### src/rtl/sqrt_pkg.sv
`default_nettype none
// ============================================================================
// Module      : sqrt_pkg
// Description : Shared limits and width helpers for the pipelined unsigned
//               square-root unit (sqrt_un / sqrt_un_step).
// Revision    : 1.0 - initial release
// ============================================================================
package sqrt_pkg;

  // Supported radicand widths (must also be even)
  localparam int SQRT_WIDTH_MIN = 8;
  localparam int SQRT_WIDTH_MAX = 64;

  // Supported sideband tag widths
  localparam int SQRT_TAG_W_MIN = 1;
  localparam int SQRT_TAG_W_MAX = 16;

  // Partial remainder width: the final remainder needs WIDTH/2+1 bits and the
  // shifted-in digit pair needs one more before the trial subtraction.
  function automatic int sqrt_rem_width(input int width);
    return width / 2 + 2;
  endfunction

endpackage
`default_nettype wire

### src/rtl/sqrt_un_step.sv
`default_nettype none
// ============================================================================
// Module      : sqrt_un_step
// Description : One restoring square-root iteration (combinational). Brings
//               down the next radicand digit pair, trial-subtracts
//               (root<<2)|1 and produces one root bit. The last instance
//               (INDEX == WIDTH/2-1) also applies round-to-nearest with
//               saturation when i_rnd is set.
// Revision    : 1.0 - initial release
// ============================================================================
module sqrt_un_step
  import sqrt_pkg::*;
#(
  parameter int WIDTH = 32,
  parameter int INDEX = 0
) (
  input  logic [sqrt_rem_width(WIDTH)-1:0] i_rem,
  input  logic [WIDTH/2-1:0]               i_root,
  input  logic [1:0]                       i_bits,
  input  logic                             i_rnd,
  output logic [sqrt_rem_width(WIDTH)-1:0] o_rem,
  output logic [WIDTH/2-1:0]               o_root
);

  localparam int N  = WIDTH / 2;
  localparam int RW = sqrt_rem_width(WIDTH);

  logic [RW-1:0] shifted;
  logic [RW-1:0] trial;
  logic [RW-1:0] diff;
  logic          take;
  logic [N-1:0]  floor_root;

  // Restoring iteration: keep the difference only when the trial fits
  always_comb begin
    shifted    = (i_rem << 2) | RW'(i_bits);
    trial      = {i_root, 2'b01};
    diff       = shifted - trial;
    take       = (shifted >= trial);
    o_rem      = take ? diff : shifted;
    floor_root = (i_root << 1) | N'(take);
  end

  if (INDEX == N - 1) begin : g_round
    logic round_up;
    // Round up when rem > f, unless f is already all-ones (saturate)
    always_comb begin
      round_up = i_rnd & (o_rem > RW'(floor_root)) & ~(&floor_root);
      o_root   = floor_root + N'(round_up);
    end
  end else begin : g_floor
    logic unused_rnd;
    assign unused_rnd = i_rnd;
    assign o_root     = floor_root;
  end

endmodule
`default_nettype wire

### src/rtl/sqrt_un.sv
`default_nettype none
// ============================================================================
// Module      : sqrt_un
// Description : Pipelined unsigned integer square root, one root bit per
//               registered stage (WIDTH/2 stages), valid/ready handshake with
//               a single global advance enable, pass-through tag and optional
//               floor/round-to-nearest mode per transaction.
//               Build option: define SQRT_UN_REM_EN to add out_rem (floor
//               remainder in_x - f*f).
// Revision    : 1.0 - initial release
// ============================================================================
module sqrt_un
  import sqrt_pkg::*;
#(
  parameter int WIDTH = 32,
  parameter int TAG_W = 4
) (
  input  logic               clk,
  input  logic               rst_n,
  input  logic               in_valid,
  output logic               in_ready,
  input  logic [WIDTH-1:0]   in_x,
  input  logic               in_rnd,
  input  logic [TAG_W-1:0]   in_tag,
  output logic               out_valid,
  input  logic               out_ready,
  output logic [WIDTH/2-1:0] out_y,
  output logic [TAG_W-1:0]   out_tag
`ifdef SQRT_UN_REM_EN
  ,
  output logic [WIDTH/2:0]   out_rem
`endif
);

  localparam int N  = WIDTH / 2;
  localparam int RW = sqrt_rem_width(WIDTH);
  localparam int NI = N - 1;  // stages that feed another stage

  logic en;

  // Intermediate stage registers (stages 0 .. N-2)
  logic             valid_q [NI];
  logic             valid_d [NI];
  logic [RW-1:0]    rem_q   [NI];
  logic [RW-1:0]    rem_d   [NI];
  logic [N-1:0]     root_q  [NI];
  logic [N-1:0]     root_d  [NI];
  logic [WIDTH-1:0] x_q     [NI];
  logic [WIDTH-1:0] x_d     [NI];
  logic             rnd_q   [NI];
  logic             rnd_d   [NI];
  logic [TAG_W-1:0] tag_q   [NI];
  logic [TAG_W-1:0] tag_d   [NI];

  // Inputs seen by each iteration and their results
  logic             src_valid [N];
  logic [RW-1:0]    src_rem   [N];
  logic [N-1:0]     src_root  [N];
  logic [WIDTH-1:0] src_x     [N];
  logic             src_rnd   [N];
  logic [TAG_W-1:0] src_tag   [N];
  logic [RW-1:0]    step_rem  [N];
  logic [N-1:0]     step_root [N];

  // Output stage registers
  logic             out_valid_q, out_valid_d;
  logic [N-1:0]     y_q, y_d;
  logic [TAG_W-1:0] otag_q, otag_d;

  // Whole pipeline advances whenever the output slot is free or being drained
  assign en       = ~out_valid_q | out_ready;
  assign in_ready = en;

  // Stage k consumes the ports (k = 0) or the previous stage's registers
  always_comb begin
    src_valid[0] = in_valid;
    src_rem[0]   = '0;
    src_root[0]  = '0;
    src_x[0]     = in_x;
    src_rnd[0]   = in_rnd;
    src_tag[0]   = in_tag;
    for (int k = 1; k < N; k++) begin
      src_valid[k] = valid_q[k-1];
      src_rem[k]   = rem_q[k-1];
      src_root[k]  = root_q[k-1];
      src_x[k]     = x_q[k-1];
      src_rnd[k]   = rnd_q[k-1];
      src_tag[k]   = tag_q[k-1];
    end
  end

  for (genvar k = 0; k < N; k++) begin : g_step
    sqrt_un_step #(
      .WIDTH (WIDTH),
      .INDEX (k)
    ) u_step (
      .i_rem  (src_rem[k]),
      .i_root (src_root[k]),
      .i_bits (src_x[k][WIDTH-1 -: 2]),
      .i_rnd  (src_rnd[k]),
      .o_rem  (step_rem[k]),
      .o_root (step_root[k])
    );
  end

  // Next state of the intermediate stages: shift on en, otherwise hold
  always_comb begin
    for (int k = 0; k < NI; k++) begin
      valid_d[k] = en ? src_valid[k]      : valid_q[k];
      rem_d[k]   = en ? step_rem[k]       : rem_q[k];
      root_d[k]  = en ? step_root[k]      : root_q[k];
      x_d[k]     = en ? (src_x[k] << 2)   : x_q[k];
      rnd_d[k]   = en ? src_rnd[k]        : rnd_q[k];
      tag_d[k]   = en ? src_tag[k]        : tag_q[k];
    end
  end

  // Next state of the output stage
  always_comb begin
    out_valid_d = en ? src_valid[N-1] : out_valid_q;
    y_d         = en ? step_root[N-1] : y_q;
    otag_d      = en ? src_tag[N-1]   : otag_q;
  end

  // Valid bits: the only state cleared by reset
  always_ff @(posedge clk or negedge rst_n) begin
    if (!rst_n) begin
      for (int k = 0; k < NI; k++) valid_q[k] <= 1'b0;
      out_valid_q <= 1'b0;
    end else begin
      for (int k = 0; k < NI; k++) valid_q[k] <= valid_d[k];
      out_valid_q <= out_valid_d;
    end
  end

  // Datapath registers: no reset, qualified by the valid bits
  always_ff @(posedge clk) begin
    for (int k = 0; k < NI; k++) begin
      rem_q[k]  <= rem_d[k];
      root_q[k] <= root_d[k];
      x_q[k]    <= x_d[k];
      rnd_q[k]  <= rnd_d[k];
      tag_q[k]  <= tag_d[k];
    end
    y_q    <= y_d;
    otag_q <= otag_d;
  end

  assign out_valid = out_valid_q;
  assign out_y     = y_q;
  assign out_tag   = otag_q;

`ifdef SQRT_UN_REM_EN
  logic [N:0] orem_q, orem_d;
  logic       unused_rem_msb;

  assign unused_rem_msb = step_rem[N-1][RW-1];

  // Final floor remainder travels alongside out_y
  always_comb begin
    orem_d = en ? step_rem[N-1][N:0] : orem_q;
  end

  // Remainder output register
  always_ff @(posedge clk) begin
    orem_q <= orem_d;
  end

  assign out_rem = orem_q;
`else
  logic unused_last_rem;
  assign unused_last_rem = ^step_rem[N-1];
`endif

endmodule
`default_nettype wire
### config.mk
export PLATFORM = sky130hd
export DESIGN_NAME = sqrt_un
export DESIGN_NICKNAME = d
export VERILOG_FILES = /design/src/rtl/sqrt_pkg.sv /design/src/rtl/sqrt_un_step.sv /design/src/rtl/sqrt_un.sv
export SDC_FILE = /design/constraint.sdc
export NUM_CORES = 1
export LEC_CHECK = 0
export BUFFER_PORTS_ARGS = -buffer_cell sky130_fd_sc_hd__buf_2
export CAP_MARGIN = 30
export CORE_MARGIN = 1.5
export CORE_UTILIZATION = 50
export DETAILED_ROUTE_END_ITERATION = 10
export GPL_TIMING_DRIVEN = 0
export PLACE_DENSITY = 0.67
export SYNTH_ARGS = -nofsm -noshare
export SYNTH_HDL_FRONTEND = slang
export SYNTH_SLANG_ARGS = --single-unit
### constraint.sdc
create_clock -name clk -period 25.4 [get_ports clk]
set_input_delay 5.08 -clock clk [delete_from_list [all_inputs] [get_ports clk]]
set_output_delay 5.08 -clock clk [all_outputs]
set_load 0.02 [all_outputs]
# After elaboration in Yosys (flattened, before gate mapping)
# Memory sizes are Yosys's and may differ from the RTL's.
# Index checks and enable logic that the tools add are counted.
[word_totals] ff_bits=36 latch_bits=0 ram_bits=1065 romBits=0 input_bits=41 out_inout_bits=22 word_cells=184 n_memories=5
[mem_list] name="x_q" words=15 width=32 read_ports=15 rd_clocked_by_memory_dff=0 write_ports=15 line_no="sqrt_un.sv:48" text="logic [WIDTH-1:0] x_q [NI];"
[mem_list] name="rem_q" words=15 width=18 read_ports=15 rd_clocked_by_memory_dff=0 write_ports=15 line_no="sqrt_un.sv:44" text="logic [RW-1:0] rem_q [NI];"
[mem_list] name="root_q" words=15 width=16 read_ports=15 rd_clocked_by_memory_dff=0 write_ports=15 line_no="sqrt_un.sv:46" text="logic [N-1:0] root_q [NI];"
[mem_list] name="tag_q" words=15 width=4 read_ports=15 rd_clocked_by_memory_dff=0 write_ports=15 line_no="sqrt_un.sv:52" text="logic [TAG_W-1:0] tag_q [NI];"
[mem_list] name="rnd_q" words=15 width=1 read_ports=15 rd_clocked_by_memory_dff=0 write_ports=15 line_no="sqrt_un.sv:50" text="logic rnd_q [NI];"
[op_classes] addsub=17 mul=0 n_div=0 magnitude_cmp=17 eq_ne=0 shifts=0 muxes=91 n_bitwise=35 n_reduce_logical=1
[ops] cell="$mux W18" n=31
[ops] cell="$mux W32" n=15
[ops] cell="$ge A18 B18 Y1" n=15
[ops] cell="$or A18 B2 Y18" n=15
[ops] cell="$sub A18 B18 Y18" n=15
[ops] cell="$mux W16" n=15
[ops] cell="$or A16 B1 Y16" n=15
[ops] cell="$mux W4" n=15
[ops] cell="$gt A18 B16 Y1" n=1
[ops] cell="$add A16 B1 Y16" n=1
[ops] cell="$reduce_and A16 Y1" n=1
[ops] cell="$mux W1" n=15
[ops] cell="$sub A2 B1 Y3 const B" n=1
[ops] cell="$and A1 B1 Y1" n=2
[ops] cell="$ge A2 B1 Y1 const B" n=1
[ops] cell="$not A1 Y1" n=2
[ops] cell="$or A1 B1 Y1" n=1

# Depth between registers and ports, before layout
# An unclocked memory read counts as a cell.
[logic_depth] depth_word=8 mapped_depth=26 ltp_nobuf=22

# By module
# A second synthesis with hierarchy kept.
[hier_totals] hier_cells=3889 hier_area_um2=48428.9
[by_module_without_submodules] module="sqrt_un" instances=1 cells_each=882 area_per_inst_um2=26032.5 seq_area_each_um2=25774.7
[by_module_without_submodules] module="sqrt_un_step at g_step[2].u_step ..." instances=8 cells_each=184 area_per_inst_um2=1380.1 seq_area_each_um2=0.0
[by_module_without_submodules] module="sqrt_un_step at g_step[0].u_step ..." instances=7 cells_each=183 area_per_inst_um2=1368.8 seq_area_each_um2=0.0
[by_module_without_submodules] module="sqrt_un_step at g_step[15].u_step" instances=1 cells_each=254 area_per_inst_um2=1774.2 seq_area_each_um2=0.0

# Least setup slack after synthesis
# No wires, ideal clock.
[synth_timing] path_type="in2out" startpoint="input out_ready" endpoint="output in_ready" arrival_ps=18697 t_required_ps=20320 setup_slack_ps=1623 path_stages=4 n_path_buf=2 path_cell_list="nor2b_1 > clkbuf_1 > buf_1 > inv_1"
[synth_between] elab_chain_len=1
[synth_rtl] element="start, declared" line_no="sqrt_un.sv:26" text="input logic out_ready,"
[synth_rtl] element="$or A1 B1 Y1" line_no="sqrt_un.sv:71" text="assign en = ~out_valid_q | out_ready;"
[synth_rtl] element="end, declared" line_no="sqrt_un.sv:21" text="output logic in_ready,"
# No other way between the ends.

# Final worst setup path
# Ends and elaborated chain as after synthesis.

==> flow_summary_export.csv <==
group,metric,value,unit
place,place.port_buffers,62,
clock_network,htree_levels,3,
timing,setup_viol,0,
timing,fmax,79.5,MHz
floorplan,core,61800,µm²
floorplan,die_w,253,µm
floorplan,rows,91,
detailed_routing,drt_iter0_markers,1198,
clock_network,tritoncts,"yes",
detailed_routing,drc,0,
logic_synthesis,ys_types,67,
finish,nNetsFinal,2641,
logic_synthesis,synthesis.area,31300,µm²
logic_synthesis,netlist_instances,2283,
pwr,power.total,4.46,mW
timing,fin_crit_sh,0.495,
logic_synthesis,yosys.area_share.xor_xnor,0.0528,
clock_network,clock_latency,0.61,ns
finish,num_antenna_cells,0,
clock_network,clockBufferDepth,3,
detailed_routing,ant_nets,0,
detailed_routing,wl,54400,µm
logic_synthesis,synth-compound-area-share,0.0750,
logic_synthesis,synth_top_area_frac,0.651,
detailed_routing,wl_per_cell,16.4,µm
pwr,ir_drop,0.0811,mV
finish,drive_gt1_frac,0.111,
finish,layout_common_cells,"edfxtp_1 (679), inv_1 (192), ha_1 (172)",
detailed_routing,vias,17683,
clock_network,numCtsBuffers,75,
run,drv_cap,0,
setup_path,cp-end-kind,"output pin",
logic_synthesis,synth-warning-count,0,
detailed_routing,firstDrtPassIters,6,
setup_path,crit_type,"input port to output pin",
logic_synthesis,synth_top_cell_by_area,"edfxtp_1",
grt,grt_overflow,0,
timing,tightest_slew,0.913,ns
finish,final_common_cell,"edfxtp_1",
floorplan,die_h,253,µm
grt,grt_usage,0.173,
clock_network,cts_hold_buffers,0,
min_path,hold_depth,0,
place,place_hpwl,38300,µm
logic_synthesis,syn_area_per_cell,13.7,µm²
logic_synthesis,synth_top_family_by_area,"simple AND/OR/NAND/NOR gates",
logic_synthesis,synthArstFlopShare,0.0230,
setup_path,worstRegToRegCells,24,
timing,slew_viol_final,0,
setup_path,critical_path_required,20.32,ns
detailed_routing,dr_wl_met2,24900,µm
grt,grt_max_degree,114,
pwr,cellLeakagePower,14.0,nW
clock_network,clock-root-buffer,"clkbuf_16",
run_status,status,"finished, final reports clean",
clock_network,clk_pin_slew,0.06,ns
finish,fin_util,0.570,
logic_synthesis,synth_area_leaders,"edfxtp_1 (65%), ha_1 (6.9%), xnor2_1 (3.2%), inv_1 (2.3%), mux2_2 (2.2%)",
detailed_routing,dr_wl_met3,2730,µm
timing,min_period,12.58,ns
floorplan,die_area,64200,µm²
clock_network,cts_sinks,695,
logic_synthesis,seq_area_frac_synth,0.663,
logic_synthesis,ys_seq_elements,695,
logic_synthesis,syn_nets,2496,
logic_synthesis,synth_ff_type,"edfxtp_1",
clock_network,cts_setup_buffers,0,
logic_synthesis,synth_edf_count,679,
setup_path,r2r_setup_slack,19.15,ns
timing,rsz0062_at_grt,"no",
logic_synthesis,synth_mux_area_frac,0.0237,
timing,final.setup.tns,0,ns
grt,antenna_found_initial,1,
grt,grt_pass1_vias,17699,
detailed_routing,top_layer,"met4",
setup_path,arrival,7.50,ns
min_path,hold_path.class,"register to register",
setup_path,critPathMaxFanout,99,
logic_synthesis,synth-adder-area-share,0.0687,
finish,syn2layout_area_growth,12.5,%
detailed_routing,routed_via_density,5.32,
place,gp_congestion,0.881,
timing,finalHoldViolations,0,
detailed_routing,wl_met1,25600,µm
floorplan,initial_core_util,0.507,
clock_network,cts_resized,0,
grt,grt_pass1_wl,88600,µm
timing,finClkSkew,0.0145,ns
pwr,power.density,127,nW/µm²
finish,fillerInstances,4878,
floorplan,ios,63,
setup_path,startpoint_type,"input port",
logic_synthesis,synthSimpleGateAreaFrac,0.0882,
timing,maxSlewHeadroom,0.384,
==> per-layer routing <==
layer | global-route usage | vias up
li1 | - | 8741
met1 | 0.242 | 8475
met2 | 0.271 | 382
met3 | 0.0296 | 85
met4 | 0.0636 | 0
met5 | 0 | -
==> flip-flops by register name, indices dropped and copies added, names as in the netlist <==
register   flops
x_q          240
rem_q        224
rnd_q         15
tag_q         60
out_valid      1
src_valid     15
out_tag        4
out_y         16
root_q       120
==> cells by family (layout without fill, tap and decap cells) <==
family	count (synthesis)	count (layout)
AO/OA/AOI/OAI	378	378
XOR/XNOR	189	189
adder cells (fa/ha/maj)	172	172
buffers and inverters	228	434
flip-flops	695	695
multiplexers	66	66
other	1	1
AND/OR/NAND/NOR	554	554
==> stage by stage <==
step	setup slack, ns	hold slack (ns)	cells	area [µm²]
after floorplan	1.62	0.400	2283	31300
after global placement	-4.53	0.400	3182	32700
after detailed placement	12.75	0.405	3188	32900
after CTS	12.73	0.412	3326	35200
after global routing	12.53	0.419	3326	35200
final	12.82	0.414	3326	35200
==> report_power, final <==
group | leakage [nW] | internal (mW) | switching, mW | total, mW
sequential | 6.73 | 1.89 | 0.225 | 2.12
clock | 1.15 | 0.600 | 0.438 | 1.04
combinational | 6.15 | 0.562 | 0.747 | 1.31
==> worst paths after layout <==
| kind | endpoint | from |
|---|---|---|
| worst max-delay path | in_ready | out_ready |
| min in group asynchronous | src_valid[6] | rst_n |
| worst min register to register | x_q[0][180] | x_q[0][146] |
| worst max register to register | out_y[10] | root_q[1][99] |
| max in group asynchronous | out_valid | rst_n |
| worst min-delay path | x_q[0][180] | x_q[0][146] |
==> Yosys cell counts, types with 9 or more instances <==
cell / n
a21o_1: 32
a21oi_1: 134
a31oi_1: 13
and2_1: 12
and3_1: 12
clkbuf_1: 22
dfrtp_1: 16
edfxtp_1: 679
ha_1: 172
inv_1: 193
mux2_2: 61
nand2_1: 109
nand2b_1: 22
nand3_1: 47
nand4_1: 29
nor2_1: 144
nor2b_1: 27
nor3_1: 59
nor4_1: 20
o21a_1: 41
o21ai_0: 85
o31ai_1: 9
or2_2: 17
or3_1: 20
xnor2_1: 115
xor2_1: 74
==> worst max-delay path: stages <==
cell,delay [ns]
buf_2,0.10
nor2b_1,0.09
clkbuf_1,0.33
buf_1,0.57
inv_8,0.37
buf_16,0.36
buf_16,0.32
buf_2,0.23
==> final cells by class <==
type / instances / area [µm²] / share of cell area
plain buffers: 33 / 144 / 0.00408
clock buffers: 91 / 1970 / 0.0558
clock inverters: 47 / 417 / 0.0118
inverters: 195 / 739 / 0.0210
multi-input cells: 1360 / 9670 / 0.274
flip-flops and latches: 695 / 20800 / 0.590
well taps: 837 / 1050 / 0.0297
repair buffers: 68 / 475 / 0.0135
(Power assumes the default switching activity.)
